===== config.mk =====
export PLATFORM = sky130hd
export DESIGN_NAME = mod_counter
export DESIGN_NICKNAME = d
export VERILOG_FILES = /design/src/rtl/counter_pkg.sv /design/src/rtl/inc_stage.sv /design/src/rtl/mod_counter.sv
export SDC_FILE = /design/constraint.sdc
export NUM_CORES = 1
export LEC_CHECK = 0
export ABC_AREA = 1
export BUFFER_PORTS_ARGS = -buffer_cell sky130_fd_sc_hd__clkbuf_2
export CORE_ASPECT_RATIO = 1.5
export CORE_MARGIN = 5
export CORE_UTILIZATION = 45
export CTS_CLUSTER_SIZE = 16
export DETAILED_ROUTE_END_ITERATION = 10
export HOLD_SLACK_MARGIN = 0.02
export PLACE_DENSITY = 0.76
export SYNTH_ARGS = -nofsm -noshare
export SYNTH_HDL_FRONTEND = slang
export SYNTH_HIERARCHICAL = 1
export SYNTH_SLANG_ARGS = --single-unit

===== constraint.sdc =====
create_clock -name clk -period 1.9 [get_ports clk]
set_input_delay 0.19 -clock clk [delete_from_list [all_inputs] [get_ports clk]]
set_output_delay 0.19 -clock clk [all_outputs]
set_load 0.01 [all_outputs]

===== src/rtl/counter_pkg.sv =====
//------------------------------------------------------------------------------
// Module      : counter_pkg
// Description : Shared widths, types and per-cycle operation codes for the
//               modulo counter slice.
// Revision    : 1.0 - initial release
//------------------------------------------------------------------------------
`default_nettype none

package counter_pkg;

    localparam int COUNT_W = 8;
    localparam int TALLY_W = 16;

    typedef logic [COUNT_W-1:0] count_t;
    typedef logic [TALLY_W-1:0] tally_t;

    // Outcome of the reset-less priority decode for one clock edge.
    typedef enum logic [2:0] {
        CTR_HOLD,
        CTR_CLEAR,
        CTR_LOAD,
        CTR_INC,
        CTR_WRAP
    } ctr_op_e;

endpackage

`default_nettype wire


===== src/rtl/inc_stage.sv =====
//------------------------------------------------------------------------------
// Module      : inc_stage
// Description : Combinational WIDTH-bit increment, modulo 2^WIDTH.
// Revision    : 1.0 - initial release
//------------------------------------------------------------------------------
`default_nettype none

module inc_stage
    import counter_pkg::*;
#(
    parameter int WIDTH = COUNT_W
) (
    input  logic [WIDTH-1:0] i_value,
    output logic [WIDTH-1:0] o_value
);

    assign o_value = i_value + WIDTH'(1);

endmodule

`default_nettype wire


===== src/rtl/mod_counter.sv =====
//------------------------------------------------------------------------------
// Module      : mod_counter
// Description : Registered modulo-N up-counter with terminal-count flag,
//               one-cycle wrap pulse and saturating wrap tally.
//               Define MOD_COUNTER_SATURATE_EN to clamp at limit instead of
//               wrapping to zero.
// Revision    : 1.0 - initial release
//------------------------------------------------------------------------------
`default_nettype none

module mod_counter
    import counter_pkg::*;
#(
    parameter int WIDTH       = COUNT_W,
    parameter int TALLY_WIDTH = TALLY_W
) (
    input  logic                   clk,
    input  logic                   reset,
    input  logic                   clear,
    input  logic                   load,
    input  logic [WIDTH-1:0]       load_value,
    input  logic                   enable,
    input  logic [WIDTH-1:0]       limit,
    output logic [WIDTH-1:0]       count,
    output logic                   tc,
    output logic                   wrap,
    output logic [TALLY_WIDTH-1:0] tally
);

    logic [WIDTH-1:0]       r_count;
    logic                   r_wrap;
    logic [TALLY_WIDTH-1:0] r_tally;
    logic [WIDTH-1:0]       w_count_inc;
    logic                   w_at_limit;
    ctr_op_e                w_op;

    inc_stage #(
        .WIDTH   (WIDTH)
    ) u_inc_stage (
        .i_value (r_count),
        .o_value (w_count_inc)
    );

    // >= rather than == so loads above limit and a lowered limit still wrap.
    assign w_at_limit = (r_count >= limit);

    always_comb begin
        w_op = CTR_HOLD;
        if (clear) begin
            w_op = CTR_CLEAR;
        end else if (load) begin
            w_op = CTR_LOAD;
        end else if (enable) begin
            w_op = w_at_limit ? CTR_WRAP : CTR_INC;
        end
    end

`ifndef MOD_COUNTER_SATURATE_EN
    logic w_tally_full;
    assign w_tally_full = &r_tally;
`endif

    always_ff @(posedge clk) begin
        if (reset) begin
            r_count <= '0;
            r_wrap  <= 1'b0;
            r_tally <= '0;
        end else begin
            case (w_op)
                CTR_CLEAR: begin
                    r_count <= '0;
                    r_wrap  <= 1'b0;
                end
                CTR_LOAD: begin
                    r_count <= load_value;
                    r_wrap  <= 1'b0;
                end
                CTR_INC: begin
                    r_count <= w_count_inc;
                    r_wrap  <= 1'b0;
                end
                CTR_WRAP: begin
`ifdef MOD_COUNTER_SATURATE_EN
                    r_count <= limit;
                    r_wrap  <= 1'b0;
`else
                    r_count <= '0;
                    r_wrap  <= 1'b1;
                    if (!w_tally_full) begin
                        r_tally <= r_tally + TALLY_WIDTH'(1);
                    end
`endif
                end
                default: begin
                    r_wrap <= 1'b0;
                end
            endcase
        end
    end

    assign count = r_count;
    assign tc    = w_at_limit;
    assign wrap  = r_wrap;
    assign tally = r_tally;

endmodule

`default_nettype wire

# Word level (Yosys, flattened, before mapping)
# Index checks and enable logic that the tools add are counted.
# classes
addsub,2
order_cmp,1
eq_ne,4
muxes,6
bitwise_logic,1
n_reduce_logical,4
# ops
cell,count
case mux 8 bit (3 select lines),1
"adder 16 x 1 -> 16 bit, second input constant",1
AND reduction 16 bit,1
2-to-1 mux 3 bit,4
"adder 8 x 1 -> 8 bit, second input constant",1
>= comparator 8 bit,1
"== test 3 x 2 -> 1 bit, second input constant",2
"== test 3 x 1 -> 1 bit, second input constant",1
"== test 3 bit, second input constant",1
nonzero test 3 bit,1
AND reduction 2 bit,1
OR reduction 2 bit,1
2-to-1 mux 1 bit,1
NOT 1 bit,1
# totals
register_bits,25
in_bits,21
out_inout_bits,26
wordCells,21

# Logic depth before layout (Yosys ltp)
# logic_depth
ltp_word,8
depth_mapped,13
depth_no_buf,13

# By module
# Netlist, hierarchy kept.
# by_module_without_submodules
module,n_inst,cells_each,area_per_inst_um2,seq_area_each_um2
mod_counter,1,239,1639.1,500.5
inc_stage,1,28,135.1,0.0

# Least setup slack after synthesis
# Ideal clock, no wire load.
# synth_path
path_type,register to register
from,"register r_count[7], in the netlist count[7]"
to,"register r_tally[4], in the netlist tally[4]"
setup_time_ps,131
arrival_time_ps,1507
t_required_ps,1769
setup_slack_ps,262
path_stages_with_launch,10
n_path_buf,1
synth_period_minus_slack_ps,1638
cell_sequence,dfxtp_1 -> ha_1 -> nand2_1 -> nor2_1 -> nand4_1 -> nand3_1 -> nand3_2 -> buf_6 -> nand2_1 -> a21oi_2
# synth_between
elab_chain_cells,7
# synth_lines
item,line,text
"start, declared",mod_counter.sv:30,logic [WIDTH-1:0] r_count;
"start signal, assigned",mod_counter.sv:75,r_count <= load_value;
"start signal, assigned",mod_counter.sv:79,r_count <= w_count_inc;
>= comparator 8 bit,mod_counter.sv:45,assign w_at_limit = (r_count >= limit);
2-to-1 mux 3 bit,mod_counter.sv:54,w_op = w_at_limit ? CTR_WRAP : CTR_INC;
2-to-1 mux 3 bit,mod_counter.sv:53,end else if (enable) begin
2-to-1 mux 3 bit,mod_counter.sv:51,end else if (load) begin
2-to-1 mux 3 bit,mod_counter.sv:49,if (clear) begin
== test 3 bit,mod_counter.sv:69,case (w_op)
AND reduction 2 bit (no source line),--,
"end signal, assigned",mod_counter.sv:90,r_tally <= r_tally + TALLY_WIDTH'(1);
"end, declared",mod_counter.sv:32,logic [TALLY_WIDTH-1:0] r_tally;
# Every way passes these cells.
# A chain may end at the register's enable or synchronous reset.

# Worst setup path in the final report
# layout_path
from,"register r_count[7], in the netlist count[7]"
to,output tc
# layout_between
elab_chain_cells,1
# layout_lines
item,line,text
>= comparator 8 bit,mod_counter.sv:45,
"end, declared",mod_counter.sv:25,"output logic tc,"
# Every way passes these cells.

==> flow_summary.toml <==
[yosys]
synthesis.nets = 298
ys_seq_area_frac = 0.2821
syn-mean-instance-area_sq_um = 6.645
synthCells = 267
yosys.cell_types.count = 27
netlist_top_cells_area = "dfxtp_1 (28%), nand2_1 (15%), ha_1 (7.1%)"
ys_ff_latch = 25
ys.warnings.count = 6
synth_top_area_cell = "dfxtp_1"
netlist_area_sq_um = 1774
yosysTopAreaCellShare = 0.2821

[detailed_routing]
wl_per_cell_um = 13.45
drt_wl_total_mm = 4.989
drc_errors = 0
firstDrtPassIters = 4
ant_nets = 0
first_iter_violations = 90
via_per_inst = 5.426
dr_total_vias = 2013

[setup_path]
cp_top_family = "simple AND/OR/NAND/NOR gates"
worstPathArrival_ns = 1.64
crit_slowest_cell = "dfxtp_2"
critPathMaxFanout = 8
slowest_delay_ns = 0.34
crit_chain = "ha_1 -> nand2_1 -> nor2_2 -> nand4_1 -> nand3_4 -> buf_8 -> clkbuf_2"
worstSetupStartpointType = "register"
cp-end-kind = "output port"
path_buf_inv = 2
critPathKind = "reg -> out"
cp.required_ns = 1.71

[timing]
fin_crit_ns = 1.825
tightestPinTransition_ns = 0.3770
rsz0062_at_grt = "yes"
finClkSkew_ns = 0.003359
setup_viol = 0
hold_violations = 0
slew_headroom = 0.7487
finalWorstSetupSlack_ns = 0.07491
holdWs_ns = 0.2103
finalMaxSlewViolations = 0
tns_ns = 0
max_freq_ghz = 0.5479
fin_crit_sh = 0.9606

[pwr]
p_sw_mw = 0.3001
finalPower_mw = 1.071
p_per_area_nw_per_um2 = 480.6
p_leak_nw = 1.008
combPwrFrac = 0.187
p_clk_frac = 0.309
sw_frac_of_total = 0.2802
ir_drop_mv = 0.3977
p_int_mw = 0.7708
power_frac_seq = 0.504

[floorplanning]
die_h_um = 86.90
boundaryPins = 47
die_width_um = 61.27
initial_core_util = 0.4562
rows = 28
dieArea_sq_um = 5324
coreArea_sq_um = 3889

[hold_path]
min_path_type = "in -> reg"

[layout]
final_cell_mix = "nand2_1 (70), clkbuf_2 (46), inv_1 (27)"
mostFrequentLayoutCell = "nand2_1"
drive_gt1_frac = 0.2546
layout.nets = 358
diodes = 0
final_util = 0.5730
area_growth_pct = 25.60

[run]
drv_cap = 0

[global_route]
grt-busiest-layer = "met2"
antenna_found_initial = 0
grtUsageMet1 = 0.1942
grt_pass1_vias = 1967
grt_max_degree = 18
use_met3 = 0.02671
grt_use_met2 = 0.3574
grt-ovfl-total = 0
track_usage = 0.1911
grt_first_pass_wirelength_mm = 7.866

[clock_tree]
clkTransAtPathRegs_ns = 0.09
ctsHoldBuffers = 0
cts_buffers = 3
clk_latency_ns = 0.28
clkSinkCount = 25
ctsRootBufferMaster = "clkbuf_8"
h-tree-depth = 1
cts_tree = "built"
clock_path_buffers = 2

[placed_design]
dp_slack_ns = 0.05265
dp_hpwl_mm = 3.780
port_buffers = 46
gp_congestion = 0.8703

[run_status]
status = "completed"
[cells in the mapped netlist]
master / count
buf_2: 2
a21oi_2: 2
inv_2: 1
nand2_1: 70
nor3_2: 1
buf_1: 1
nor2_2: 2
inv_1: 27
nand3_2: 1
and2_1: 2
buf_6: 1
nand2_2: 1
nand4_4: 1
dfxtp_1: 25
xnor2_1: 8
o21ai_0: 17
xor2_1: 3
nor2_4: 1
a21o_1: 1
nand4_1: 19
nor2_1: 20
nand3b_1: 9
a21oi_1: 24
clkbuf_1: 5
ha_1: 10
o21ai_1: 2
nand3_1: 11
[through the flow]
step | cell area [sq um] | cells
final | 2228 | 371
after global routing | 2228 | 371
after CTS | 2178 | 367
after detailed placement | 2122 | 363
after global placement | 2122 | 363
after floorplan | 1774 | 267
[final cells by class]
type                            count  area [sq um]
Fill cell                         394          1660
Multi-Input combinational cell    205          1146
Sequential cell                    25         501.7
Timing Repair Buffer               64         372.9
Inverter                           28         105.1
Tap cell                           45         56.30
Clock buffer                        3         41.29
Clock inverter                      1         5.005
[sequential cells by signal, summed over array words and instances (netlist names)]
name and flops:
wrap 1, count 8, tally 16
[logic make-up after synthesis]
family          count (synthesis)  synth area share
buf+inv                        37           0.08392
compound gates                 46            0.1354
simple gates                  138            0.3738
xor+xnor                       11           0.05431
flops                          25            0.2821
fa+ha+maj                      10           0.07052
[power by group through the flow]
stage | sequential, mW | clock [mW] | combinational, mW
5_1_grt | 0.542 | 0.359 | 0.221
2_1_floorplan | 0.563 | 0 | 0.0909
3_3_place_gp | 0.552 | 0 | 0.176
3_5_place_dp | 0.552 | 0 | 0.180
4_1_cts | 0.540 | 0.335 | 0.184
6_report | 0.540 | 0.330 | 0.201
[routing by layer]
metal,part of all wire,vias up
met5,0,-
met4,0.019,0
met3,0.063,11
met2,0.53,80
met1,0.39,912
li1,-,1010
[worst register-to-register path, stage by stage, from the launching register on]
cell     delay, ns
dfxtp_2       0.34
ha_1          0.29
nand2_1       0.08
nor2_2        0.10
nand4_1       0.14
nand3_4       0.15
nand3_2       0.29
nand2_1       0.18
a21oi_2       0.07
[path summary, 6_finish.rpt]
check	slack (ns)	start	cells past startpoint	to
worst max-delay path	0.07	count[7]	7	tc
worst min register to register	0.51	tally[15]	2	tally[15]
worst max register to register	0.14	count[7]	8	tally[4]
worst min-delay path	0.21	load_value[6]	3	count[6]
[timing repair]
item	4_1_cts	5_1_grt
setup buffers	0	4
resized for setup	3	5
setup endpoints to repair	1	17
pin swaps	1	3
Power figures use the tool's default switching activity.
